<file path="config.mk">
export PLATFORM = sky130hd
export DESIGN_NAME = pwm_duty_decoder_flat
export DESIGN_NICKNAME = d
export VERILOG_FILES = /design/src/rtl/pwm_dec_pkg.sv /design/src/rtl/pwm_duty_decoder_if.sv /design/src/rtl/pwm_input_sync.sv /design/src/rtl/pwm_duty_decoder.sv /design/src/flat_wrapper.sv
export SDC_FILE = /design/constraint.sdc
export NUM_CORES = 1
export LEC_CHECK = 0
export ABC_AREA = 1
export CAP_MARGIN = 20
export CORE_MARGIN = 4
export CORE_UTILIZATION = 27
export DETAILED_ROUTE_END_ITERATION = 12
export SYNTH_ARGS = -nofsm -noshare
export SYNTH_HDL_FRONTEND = slang
export SYNTH_SLANG_ARGS = --single-unit
</file>
<file path="constraint.sdc">
create_clock -name sysclk -period 3 [get_ports sysclk]
set_input_delay 0.3 -clock sysclk [delete_from_list [all_inputs] [get_ports sysclk]]
set_output_delay 0.3 -clock sysclk [all_outputs]
set_load 0.02 [all_outputs]
</file>
<file path="src/rtl/pwm_dec_pkg.sv">
`default_nettype none
// +----------------------------------------------------------------------------+
// | Package     : pwm_dec_pkg                                                  |
// | Description : Shared defaults and the state encoding for the PWM duty      |
// |               decoder.                                                     |
// | Revision    : 1.0 - initial release                                        |
// +----------------------------------------------------------------------------+
package pwm_dec_pkg;

  localparam int FRAME_BITS_DEF = 6;   // 64-cycle PWM frame
  localparam int RUN_BITS_DEF   = 8;   // envelope run counter width
  localparam int HI_THRESH_DEF  = 48;
  localparam int LO_THRESH_DEF  = 16;

  typedef enum logic [1:0] {
    IDLE    = 2'd0,
    SEEK    = 2'd1,
    MEASURE = 2'd2
  } state_t;

endpackage
`default_nettype wire

</file>
<file path="src/rtl/pwm_duty_decoder_if.sv">
`default_nettype none
// +----------------------------------------------------------------------------+
// | Interface   : pwm_duty_decoder_if                                          |
// | Description : Control/stream inputs and measurement outputs of the PWM     |
// |               duty decoder.                                                |
// |   Enable, Pulse_In          : driven by the master (source side)           |
// |   Duty_Cycle, Duty_Valid    : per-frame duty measurement                   |
// |   Env_Level                 : recovered envelope                           |
// |   Env_Width, Env_Width_Valid: length of last envelope high phase (frames)  |
// |   Aligned                   : decoder is framing (MEASURE)                 |
// | Revision    : 1.0 - initial release                                        |
// +----------------------------------------------------------------------------+
interface pwm_duty_decoder_if #(
  parameter int FRAME_BITS = pwm_dec_pkg::FRAME_BITS_DEF,
  parameter int RUN_BITS   = pwm_dec_pkg::RUN_BITS_DEF
);
  logic                  Enable;
  logic                  Pulse_In;
  logic [FRAME_BITS:0]   Duty_Cycle;
  logic                  Duty_Valid;
  logic                  Env_Level;
  logic [RUN_BITS-1:0]   Env_Width;
  logic                  Env_Width_Valid;
  logic                  Aligned;

  modport master (
    output Enable, Pulse_In,
    input  Duty_Cycle, Duty_Valid, Env_Level, Env_Width, Env_Width_Valid, Aligned
  );

  modport slave (
    input  Enable, Pulse_In,
    output Duty_Cycle, Duty_Valid, Env_Level, Env_Width, Env_Width_Valid, Aligned
  );
endinterface
`default_nettype wire

</file>
<file path="src/rtl/pwm_input_sync.sv">
`default_nettype none
// +----------------------------------------------------------------------------+
// | Module      : pwm_input_sync                                               |
// | Description : Two-flop synchronizer for the PWM input stream. Only built   |
// |               when PWM_DEC_SYNC_EN is defined.                             |
// |   clk, rst : clock and asynchronous active-high reset (flops reset to 0)   |
// |   d        : asynchronous input                                            |
// |   q        : synchronized output (2-cycle latency)                         |
// | Revision    : 1.0 - initial release                                        |
// +----------------------------------------------------------------------------+
`ifdef PWM_DEC_SYNC_EN
module pwm_input_sync (
  input  logic clk,
  input  logic rst,
  input  logic d,
  output logic q
);
  logic meta_d, meta_q;
  logic sync_d, sync_q;

  always_comb begin
    meta_d = d;
    sync_d = meta_q;
  end

  always_ff @(posedge clk or posedge rst) begin
    if (rst) begin
      meta_q <= 1'b0;
      sync_q <= 1'b0;
    end else begin
      meta_q <= meta_d;
      sync_q <= sync_d;
    end
  end

  assign q = sync_q;
endmodule
`endif
`default_nettype wire

</file>
<file path="src/rtl/pwm_duty_decoder.sv">
`default_nettype none
// +----------------------------------------------------------------------------+
// | Module      : pwm_duty_decoder                                             |
// | Description : Measures the duty cycle of each 2^FRAME_BITS-cycle PWM frame |
// |               and recovers the slow envelope carried by those duties with  |
// |               hysteresis, reporting each envelope high width in frames.    |
// |   sysclk, reset : clock, asynchronous active-high reset                    |
// |   bus (slave)   : Enable/Pulse_In in; Duty_Cycle/Duty_Valid, Env_Level,    |
// |                   Env_Width/Env_Width_Valid, Aligned out                   |
// | Build option : PWM_DEC_SYNC_EN - insert a 2-flop synchronizer on Pulse_In  |
// | Revision    : 1.0 - initial release                                        |
// +----------------------------------------------------------------------------+
module pwm_duty_decoder
  import pwm_dec_pkg::*;
#(
  parameter int FRAME_BITS = FRAME_BITS_DEF,
  parameter int HI_THRESH  = HI_THRESH_DEF,
  parameter int LO_THRESH  = LO_THRESH_DEF,
  parameter int RUN_BITS   = RUN_BITS_DEF
) (
  input  logic              sysclk,
  input  logic              reset,
  pwm_duty_decoder_if.slave bus
);

  localparam logic [FRAME_BITS:0] HI_C = HI_THRESH[FRAME_BITS:0];
  localparam logic [FRAME_BITS:0] LO_C = LO_THRESH[FRAME_BITS:0];

  logic                  s;
  logic [FRAME_BITS:0]   s_ext;

`ifdef PWM_DEC_SYNC_EN
  pwm_input_sync u_sync (
    .clk (sysclk),
    .rst (reset),
    .d   (bus.Pulse_In),
    .q   (s)
  );
`else
  assign s = bus.Pulse_In;
`endif

  assign s_ext = {{FRAME_BITS{1'b0}}, s};

  state_t                state_d,  state_q;
  logic                  s_prev_d, s_prev_q;
  logic [FRAME_BITS-1:0] fcnt_d,   fcnt_q;
  logic [FRAME_BITS-1:0] tcnt_d,   tcnt_q;     // SEEK timeout counter
  logic [FRAME_BITS:0]   acc_d,    acc_q;
  logic [FRAME_BITS:0]   duty_d,   duty_q;
  logic                  dvalid_d, dvalid_q;
  logic                  env_d,    env_q;
  logic [RUN_BITS-1:0]   run_d,    run_q;
  logic [RUN_BITS-1:0]   width_d,  width_q;
  logic                  wvalid_d, wvalid_q;

  always_comb begin
    state_d  = state_q;
    s_prev_d = s;
    fcnt_d   = fcnt_q;
    tcnt_d   = tcnt_q;
    acc_d    = acc_q;
    duty_d   = duty_q;
    dvalid_d = 1'b0;
    env_d    = env_q;
    run_d    = run_q;
    width_d  = width_q;
    wvalid_d = 1'b0;

    if (!bus.Enable) begin
      // Disable discards the partial frame and the envelope, but keeps the
      // last reported duty and width.
      state_d = IDLE;
      fcnt_d  = '0;
      tcnt_d  = '0;
      acc_d   = '0;
      env_d   = 1'b0;
      run_d   = '0;
    end else begin
      unique case (state_q)
        IDLE: begin
          state_d = SEEK;
          tcnt_d  = '0;
        end
        SEEK: begin
          if (s && !s_prev_q) begin
            // The edge sample itself is frame sample 0.
            state_d = MEASURE;
            fcnt_d  = FRAME_BITS'(1);
            acc_d   = s_ext;
          end else if (&tcnt_q) begin
            // No edge (constant 0%/100% input): start framing anyway.
            state_d = MEASURE;
            fcnt_d  = '0;
            acc_d   = '0;
          end else begin
            tcnt_d = tcnt_q + 1'b1;
          end
        end
        MEASURE: begin
          fcnt_d = fcnt_q + 1'b1;
          if (&fcnt_q) begin
            duty_d   = acc_q + s_ext;
            acc_d    = '0;
            dvalid_d = 1'b1;
          end else begin
            acc_d = acc_q + s_ext;
          end
        end
        default: state_d = IDLE;
      endcase

      // Envelope follows the freshly registered duty value.
      if (dvalid_q) begin
        if (!env_q && (duty_q >= HI_C)) begin
          env_d = 1'b1;
          run_d = RUN_BITS'(1);
        end else if (env_q && (duty_q <= LO_C)) begin
          env_d    = 1'b0;
          width_d  = run_q;
          wvalid_d = 1'b1;
        end else if (env_q && !(&run_q)) begin
          run_d = run_q + 1'b1;
        end
      end
    end
  end

  always_ff @(posedge sysclk or posedge reset) begin
    if (reset) begin
      state_q  <= IDLE;
      s_prev_q <= 1'b0;
      fcnt_q   <= '0;
      tcnt_q   <= '0;
      acc_q    <= '0;
      duty_q   <= '0;
      dvalid_q <= 1'b0;
      env_q    <= 1'b0;
      run_q    <= '0;
      width_q  <= '0;
      wvalid_q <= 1'b0;
    end else begin
      state_q  <= state_d;
      s_prev_q <= s_prev_d;
      fcnt_q   <= fcnt_d;
      tcnt_q   <= tcnt_d;
      acc_q    <= acc_d;
      duty_q   <= duty_d;
      dvalid_q <= dvalid_d;
      env_q    <= env_d;
      run_q    <= run_d;
      width_q  <= width_d;
      wvalid_q <= wvalid_d;
    end
  end

  assign bus.Duty_Cycle      = duty_q;
  assign bus.Duty_Valid      = dvalid_q;
  assign bus.Env_Level       = env_q;
  assign bus.Env_Width       = width_q;
  assign bus.Env_Width_Valid = wvalid_q;
  assign bus.Aligned         = (state_q == MEASURE);

endmodule
`default_nettype wire

</file>
<file path="src/flat_wrapper.sv">
// flat-port wrapper written by rule: the top's interface ports become plain ports
module pwm_duty_decoder_flat import pwm_dec_pkg::*;
#(
  parameter int FRAME_BITS = FRAME_BITS_DEF,
  parameter int HI_THRESH  = HI_THRESH_DEF,
  parameter int LO_THRESH  = LO_THRESH_DEF,
  parameter int RUN_BITS   = RUN_BITS_DEF
)
  (sysclk, reset, bus_Enable, bus_Pulse_In, bus_Duty_Cycle, bus_Duty_Valid, bus_Env_Level, bus_Env_Width, bus_Env_Width_Valid, bus_Aligned);
  pwm_duty_decoder_if #(.FRAME_BITS(FRAME_BITS), .RUN_BITS(RUN_BITS)) bus_i ();
  input  logic sysclk;
  input  logic reset;
  input wire logic [$bits(bus_i.Enable)-1:0] bus_Enable;
  input wire logic [$bits(bus_i.Pulse_In)-1:0] bus_Pulse_In;
  output wire logic [$bits(bus_i.Duty_Cycle)-1:0] bus_Duty_Cycle;
  output wire logic [$bits(bus_i.Duty_Valid)-1:0] bus_Duty_Valid;
  output wire logic [$bits(bus_i.Env_Level)-1:0] bus_Env_Level;
  output wire logic [$bits(bus_i.Env_Width)-1:0] bus_Env_Width;
  output wire logic [$bits(bus_i.Env_Width_Valid)-1:0] bus_Env_Width_Valid;
  output wire logic [$bits(bus_i.Aligned)-1:0] bus_Aligned;
  assign bus_i.Enable = bus_Enable;
  assign bus_i.Pulse_In = bus_Pulse_In;
  assign bus_Duty_Cycle = bus_i.Duty_Cycle;
  assign bus_Duty_Valid = bus_i.Duty_Valid;
  assign bus_Env_Level = bus_i.Env_Level;
  assign bus_Env_Width = bus_i.Env_Width;
  assign bus_Env_Width_Valid = bus_i.Env_Width_Valid;
  assign bus_Aligned = bus_i.Aligned;
  pwm_duty_decoder #(.FRAME_BITS(FRAME_BITS), .HI_THRESH(HI_THRESH), .LO_THRESH(LO_THRESH), .RUN_BITS(RUN_BITS)) u_core (.sysclk(sysclk), .reset(reset), .bus(bus_i));
endmodule
</file>
==> impl_results.md, run 1 <==
- Outcome: finished, final reports clean
- Worst Path Max Fanout: 7
- Worst-Margin Slew: 571 ps
- WP buf/inv: 3
- Number of I/O pins: 23
- Net count, final: 350
- Sequential-to-total area share from yosys stat: 0.471
- Reg2Reg Launch Point: u_core.tcnt_q[0]
- H-tree Lvls: 2
- Power per cell area: around 430 nW/um2
- Gr usage total: 0.0998
- Die area: roughly 11000 um2
- Area Growth Syn to Fin: 16.8%
- Switch Pwr: roughly 340 uW
- Initial Util: 0.277
- Port bufs: 22
- Core ar.: 9200 um2
- Int Pwr: 945 uW
- Slew Limit Fails: 0
- Clk buf depth: 2
- CTS Buf Count: 5
- ANT nets after route: 0
- Comb pwr share: 0.094
- Die X: about 110 um
- Reg2reg setup slack: about 1400 ps
- Critical Path RT: 2700 ps
- Fmax achieved: between 400 and 500 MHz
- Post-Synth Adder-Cell Area: 0.0245
- Critical setup path kind: reg2out
- Crit path cell chain: inv_2, nand2_1, inv_1, clkdlybuf4s50_1
- Post-CTS sizing: 0
- Max IR drop VDD: 0.000173 V
- Number of global-route vias before repair: 1973
- Max transition margin: 0.619
- Data arrival, critical path: 1780 ps
- Multiplexer share of the synthesized area: 0.00442
- CP Depth: 4
- Clock latency on the worst-skew pair: approximately 300 ps
- Final setup margin: 925 ps
- Avg Cell Area, Syn: approximately 8 um2
- Largest family of logic cells by synthesized area: simple AND/OR/NAND/NOR gates
- First-pass GRT wire length: 9220 um
- Largest stage delay, worst path: approximately 660 ps
- Routed WL: approximately 5200 um
- CTS tree: done
- RSZ-0062 raised after global routing: no
- Starting DRT DRC Count: 88
- Crit start category: flop
- Flops & latches, synth: 48
- FF-to-FF End: u_core.tcnt_q[1]
- Setup TNS: 0 ps
- Syn nets: about 330
- Pre-antenna DRT Iters: 4
- Fin. Hold Viols: 0
- Xor/xnor share of the synthesized area: 0.0241
- Post-CTS Setup Repair Bufs: 0
- Clk sinks: between 40 and 50
- Share of cells above drive strength 1: 0.126
- Largest net degree at the start of global routing: 31
- Initial antenna violation count: 0
- Cell taking the most area after synthesis: dfrtp_1
- Die Ht: around 110 um
- Sw Ratio: 0.262
- CP delay by family, top: buffers and inverters
- Leakage: 1.36 nW
- GPL Wtd Cong: 0.815
- Row cnt: 35
- Hold_buf cts: 0
- DR vias/cell: 4.43
- Final Setup Violations: 0
- Synthesis Warnings: 0
- Diode count: 0
- Detailed placement HPWL: about 3700 um
- Via Count: between 2000 and 2500
- Synth Cell Area: 2550 um2
- Clk root buf: clkbuf_8
- Crit path to: bus_Aligned
- Worst path slowest cell: clkdlybuf4s50_1
- Complex-gate fraction of the synthesized area: 0.0903
- Area contributors post-synth: dfrtp_1 47%, nand2_1 16%, nor2_1 4.1%
- Max_cap viols: 0
- Clock power frac: 0.372
- Yosys top cell area share: 0.471
- Final Cycle Share: 0.692
- Post-place setup slack: 721 ps
- Clock Skew: 5.38 ps
- Sequential share of power: 0.534
- Drc violations: 0
- Critical Path Sink Type: primary output
- Clock transition at the registers of the reported paths: ~90 ps
- Power Total: 1.28 mW
- Grt total ovfl: 0
- WL per Instance: 11.6 um
- Hold Crit Class: in2async
- Distinct cell type count after synthesis: 33
- Final Critical Period: 2080 ps
- Cells on worst reg2reg path: 8
- Cells after Synth: 316
- CP startpoint: u_core.state_q[0]
- Simple-gate area share of the yosys netlist: 0.324
-- metrics by stage --
stage / instances / utilization / cell area [um2] / hold WS, ps
2_1_floorplan: 316 / - / 2550 / 331
3_5_place_dp: 445 / 0.312 / 2870 / 459
5_1_grt: 453 / 0.324 / 2980 / 346
3_3_place_gp: 445 / 0.312 / 2870 / 454
6_report: 453 / 0.324 / 2980 / 296
4_1_cts: 453 / 0.324 / 2980 / 315
-- cells in the final DEF, fill, tap and decap left out, drive strengths merged, types with 3 or more instances in the layout --
| cell | count |
|---|---|
| clkdlybuf4s50 | 22 |
| o21ai | 28 |
| inv | 29 |
| a21oi | 4 |
| dfrtp | 48 |
| nand3 | 21 |
| xor2 | 6 |
| nor2 | 34 |
| clkbuf | 5 |
| nand2 | 121 |
| ha | 5 |
| or2 | 3 |
| nand4 | 4 |
-- cell type report --
class	count	area, um2
Sequential cell	48	1200
Inverter	29	109
Fill cell	982	6220
Multi-Input combinational cell	234	1190
Clock inverter	3	42.5
Clock buffer	5	68.8
Tap cell	111	139
Timing Repair Buffer	23	228
-- power groups by stage --
stage               Combinational [mW]  Sequential [mW]  Clock (mW)
floorplan                        0.104            0.691           0
global placement                 0.120            0.694           0
detailed placement               0.123            0.695           0
CTS                              0.123            0.683       0.494
global route                     0.138            0.686       0.516
finish                           0.120            0.683       0.477
-- kinds of logic after synthesis --
kind of cell,count (synthesis)
DFF,48
muxes,1
adders and majority gates,5
AOI/OAI and AO/OA,37
buffers and inverters,34
xor gates and xnor gates,7
and+or+nand+nor,184
-- cells in the mapped netlist --
master	number
nand2_4	1
nand3_2	1
ha_1	5
buf_2	2
or2_2	3
xnor2_1	1
o31ai_1	1
nor2_1	28
buf_6	1
xor2_1	6
inv_1	26
mux2_2	1
a21boi_0	1
nor2_2	2
buf_12	1
inv_2	3
o21ai_0	11
o211ai_1	1
nor2_8	1
nand4_1	4
o21ai_1	8
o21ai_2	9
nor2_4	3
a21oi_1	4
nand2_2	8
dfrtp_1	48
nand2_1	112
nor3_1	1
a21o_1	1
nand3_1	19
buf_4	1
nand3_4	1
a31oi_1	1
-- flip-flops by register name, summed over array words and instances, names as in the netlist --
signal	flops
u_core.acc_q	7
u_core.bus.Duty_Cycle	7
u_core.bus.Duty_Valid	1
u_core.bus.Env_Level	1
u_core.bus.Env_Width	8
u_core.bus.Env_Width_Valid	1
u_core.fcnt_q	6
u_core.run_q	8
u_core.s_prev_q	1
u_core.state_q	2
u_core.tcnt_q	6
-- how the worst min path moves through the flow --
| stage | start | to | slack, ps | cells past startpoint |
|---|---|---|---|---|
| after detailed placement | u_core.bus.Env_Width[1] | u_core.bus.Env_Width[1] | 460 | 2 |
| after CTS | reset | u_core.run_q[4] | 320 | 2 |
| after global placement | u_core.bus.Env_Width[1] | u_core.bus.Env_Width[1] | 450 | 2 |
| after global routing | reset | u_core.bus.Env_Level | 350 | 2 |
| final | reset | u_core.bus.Env_Width[2] | 300 | 2 |
| after floorplan | bus_Pulse_In | u_core.s_prev_q | 330 | 0 |
-- metal layers --
| layer | vias up | track usage | routed length (um) |
|---|---|---|---|
| met3 | 5 | 0.0222 | 221 |
| met5 | - | 0 | 0 |
| met2 | 40 | 0.156 | 2360 |
| met4 | 0 | 0.0281 | 41 |
| met1 | 914 | 0.139 | 2610 |
| li1 | 1049 | - | - |
Note: power is estimated with default switching activity, not from simulation.
==> run 2: changes to the inputs <==
==> constraint.sdc (replaced) <==
create_clock -name sysclk -period 2.12 [get_ports sysclk]
set_input_delay 0.212 -clock sysclk [delete_from_list [all_inputs] [get_ports sysclk]]
set_output_delay 0.212 -clock sysclk [all_outputs]
set_load 0.02 [all_outputs]
==> impl_results.md, run 2 (synthesis gave the netlist of run 1 again) <==
- Outcome: finished, final reports clean
- Met1 usage: 0.139
- Grt total ovfl: 0
- Hold Crit Class: in2async
- Clock Skew: about 6.9 ps
- ANT nets after route: 0
- Drc violations: 0
- CTS Buf Count: 5
- Starting DRT DRC Count: 88
- Largest net degree at the start of global routing: 31
- Initial Util: 0.277
- WP buf/inv: 3
- Critical setup path kind: reg2out
- Final Setup Violations: 0
- DR vias/cell: between 4 and 5
- Setup TNS: 0 ps
- Final Cycle Share: 0.861
- Routed WL: just over 5000 um
- Die Ht: 105 um
- Top Usage Layer GRT: met2
- Critical Path RT: 1910 ps
- Initial antenna violation count: 0
- Final Critical Period: between 1500 and 2000 ps
- Dpl cell area: just under 3000 um2
- Diode count: 0
- WL per Instance: 11.2 um
- Commonest non-fill, non-tap cells in the layout: 112 x nand2_1, 48 x dfrtp_1, 28 x nor2_1
- Clock latency on the worst-skew pair: 290 ps
- CP delay by family, top: buffers and inverters
- GPL Wtd Cong: roughly 0.8
- Number of global-route vias before repair: 2002
- Post-route cell area: approximately 3000 um2
- Slew Limit Fails: 0
- Clk root buf: clkbuf_8
- Crit path cell chain: inv_2, nand2_1, inv_1, clkdlybuf4s50_1
- Gr usage total: 0.0987
- CTS tree: done
- Core ar.: 9200 um2
- Net count, final: 354
- Clk buf depth: 2
- Hold_buf cts: 0
- Clock transition at the registers of the reported paths: about 80 ps
- Reg2reg setup slack: 500 ps
- Post-CTS Setup Repair Bufs: 0
- Area Growth Syn to Fin: 17.7%
- First-pass GRT wire length: roughly 9200 um
- Leakage: 1.38 nW
- Fin. Hold Viols: 0
- Pre-antenna DRT Iters: 4
- Die area: 11100 um2
- Row cnt: 35
- RSZ-0062 raised after global routing: no
- Clk sinks: 48
- Met3 Use GR: 0.0253
- Die X: 105 um
- Grt met2 use: 0.152
- H-tree Lvls: 2
- Largest stage delay, worst path: 610 ps
- Worst Path Max Fanout: 3
- Data arrival, critical path: 1610 ps
- Crit start category: flop
- Number of I/O pins: 23
- Share of cells above drive strength 1: 0.130
- Most common cell after layout, fill and taps aside: nand2_1
- Critical Path Sink Type: primary output
- Max transition margin: 0.719
- Via Count: approximately 2000
- Port bufs: 22
- Max IR drop VDD: about 0.00033 V
- Power per cell area: about 570 nW/um2
- Detailed placement HPWL: between 3000 and 4000 um
- Worst-Margin Slew: ~420 ps
- Max_cap viols: 0
- Worst path slowest cell: clkdlybuf4s50_1
- Post-CTS sizing: 0
- Fmax achieved: between 500 and 600 MHz
==> run 2: changes by cell type in the layout (fill, tap and decap cells not counted), sizes merged <==
cell | previous run | this run
bufinv | 1 | 0
buf | 1 | 5
clkinv | 1 | 0
clkinvlp | 1 | 0
clkbuf | 5 | 8
==> run 2: layout make-up <==
cell class	count	area, um2
Clock buffer	8	90.1
Fill cell	991	6200
Inverter	29	109
Multi-Input combinational cell	234	1190
Sequential cell	48	1200
Tap cell	111	139
Timing Repair Buffer	27	270
==> run 2: worst paths after layout <==
| kind | from | endpoint | cells past startpoint |
|---|---|---|---|
| worst max-delay path | u_core.state_q[0] | bus_Aligned | 4 |
| worst min-delay path | reset | u_core.bus.Env_Width_Valid | 2 |
| worst max register to register | u_core.tcnt_q[0] | u_core.tcnt_q[2] | 9 |
| worst min register to register | u_core.bus.Env_Width[1] | u_core.bus.Env_Width[1] | 2 |
| max in group asynchronous | reset | u_core.fcnt_q[3] | 3 |
| min in group sysclk | bus_Pulse_In | u_core.s_prev_q | 1 |
==> run 2: power by group <==
group          switching (mW)  internal [mW]
registers              0.0280          0.937
logic                   0.121         0.0557
clock network           0.293          0.267
==> run 2: through the flow <==
step / cells / worst slack, ps / hold slack (ps) / power [mW] / utilization
after global routing: 457 / 214 / 286 / 1.79 / 0.326
after global placement: 449 / 382 / 455 / 1.16 / 0.316
after detailed placement: 449 / 322 / 463 / 1.16 / 0.316
after CTS: 457 / 271 / 246 / 1.73 / 0.326
after floorplan: 316 / 692 / 243 / 1.12 / -
final: 457 / 296 / 235 / 1.70 / 0.326
==> run 2: metal layers <==
layer,part of all wire,wire length (um)
met4,0.0051,26
met3,0.041,209
met1,0.51,2600
met2,0.45,2290
met5,0,0
==> edit: new RTL, config.mk and constraints of run 2 <==
The 3 states of `state_t` get a one-hot encoding in 3 bits.
--- a/src/rtl/pwm_dec_pkg.sv
+++ b/src/rtl/pwm_dec_pkg.sv
@@ -14,6 +14,6 @@
 
-  typedef enum logic [1:0] {
-    IDLE    = 2'd0,
-    SEEK    = 2'd1,
-    MEASURE = 2'd2
+  typedef enum logic [2:0] {
+    IDLE    = 3'b001,
+    SEEK    = 3'b010,
+    MEASURE = 3'b100
   } state_t;
Function: same outputs for any inputs over 10 cycles, from zero or initial values and one cycle with reset high; not proved beyond that.
==> edit against run 2 <==
- synthesized area is 1.5% higher
- sequential cell count is 1 higher
- non-clock buffer count is 1 lower
- power is 3.0% higher
- routed wire length is 1.6% higher
- worst setup slack worse by 0.074 ns
- first-iteration DRC count is 1.1% higher
- combinational power is 2% higher
- critical path depth stayed put
- via count is 2.3% higher
- register-to-register slack better by 0.02 ns
- design area is 2.0% higher
- sequential share of layout area is 0.056 points higher
- fmax is 3.9% lower
- highest routed layer unchanged
==> edit: results (changes against run 2) <==
* Area contributors post-synth: dfrtp_1, nand2_1, nand3_1 (was dfrtp_1, nand2_1, nor2_1)
* Met2 Routed Length at 2340 um (was 2290 um)
* Vias in the first global route at 2007 (was 2002)
* Reg2reg end: u_core.run_q[7]$_DFFE_PP0P_ (was u_core.tcnt_q[2]$_DFFE_PP0P_)
* R2r setup slk at 0.52 ns (was 0.50 ns)
* Reg2Reg Launch Point: u_core.run_q[0]$_DFFE_PP0P_ (was u_core.tcnt_q[0]$_DFFE_PP0P_)
* Status: complete, no violations (unchanged)
* Total GRT Usage at 9.98% (was 9.87%)
* DR WL/cell at 10.8 um (was 11.2 um)
* Post-DP HPWL at 3940 um (was 3820 um)
* Max Fclk at 0.527 GHz (was 0.548 GHz)
* Grt met2 use at 16.2% (was 15.2%)
* Post-Synthesis Cells at 325 (was 316)
* Cell count after placement at 476 (was 449)
* Largest stage delay, worst path at 0.55 ns (was 0.61 ns)
* Netlist cell types at 27 (was 33)
* Dpl ws at 0.288 ns (was 0.322 ns)
* First-pass GRT wire length at 9360 um (was 9160 um)
* Pin count of the biggest net entering global routing at 23 (was 31)
* Final GP Congestion at 0.778 (was 0.810)
* WL met3 at 216 um (was 209 um)
* GR Layer Usage met1 at 13.3% (was 13.9%)
* Dpl cell area at 2960 um2 (was 2910 um2)
* Post-synth top cells: nand2_1, dfrtp_1, inv_1 (was nand2_1, dfrtp_1, nor2_1)
* GRT met3 Usage at 2.19% (was 2.53%)
* Drt total wl at 5210 um (was 5130 um)
## edit: cell count changes after synthesis, sizes merged, moves of 2 or more
| cell | change |
|---|---|
| nor2 | -6 |
| o21ai | -2 |
| nand3 | +6 |
| inv | +5 |
| nor3 | +3 |
| nand2 | +4 |
## edit: final cells by class
cell class              instances  area, um2  area share (%)
flip-flops and latches         49       1230            40.1
well taps                     129        161            5.27
multi-input cells             237       1190            39.0
clock buffers                   6       82.6            2.70
repair buffers                 26        250            8.18
clock inverters                 2       13.8           0.450
inverters                      35        131            4.29
## edit: cells by family after synthesis
kind of cell               after synthesis  share of synthesized area, %
and+or+nand+nor                        192                          33.8
DFF                                     49                          47.4
buffers and inverters                   39                          6.43
AOI/OAI and AO/OA                       33                          7.54
xor gates and xnor gates                 7                          2.37
adders and majority gates                5                          2.42
## edit: where the power goes
group | internal, mW | switching [mW]
combinational | 0.0572 | 0.124
clock | 0.265 | 0.322
sequential | 0.960 | 0.0250
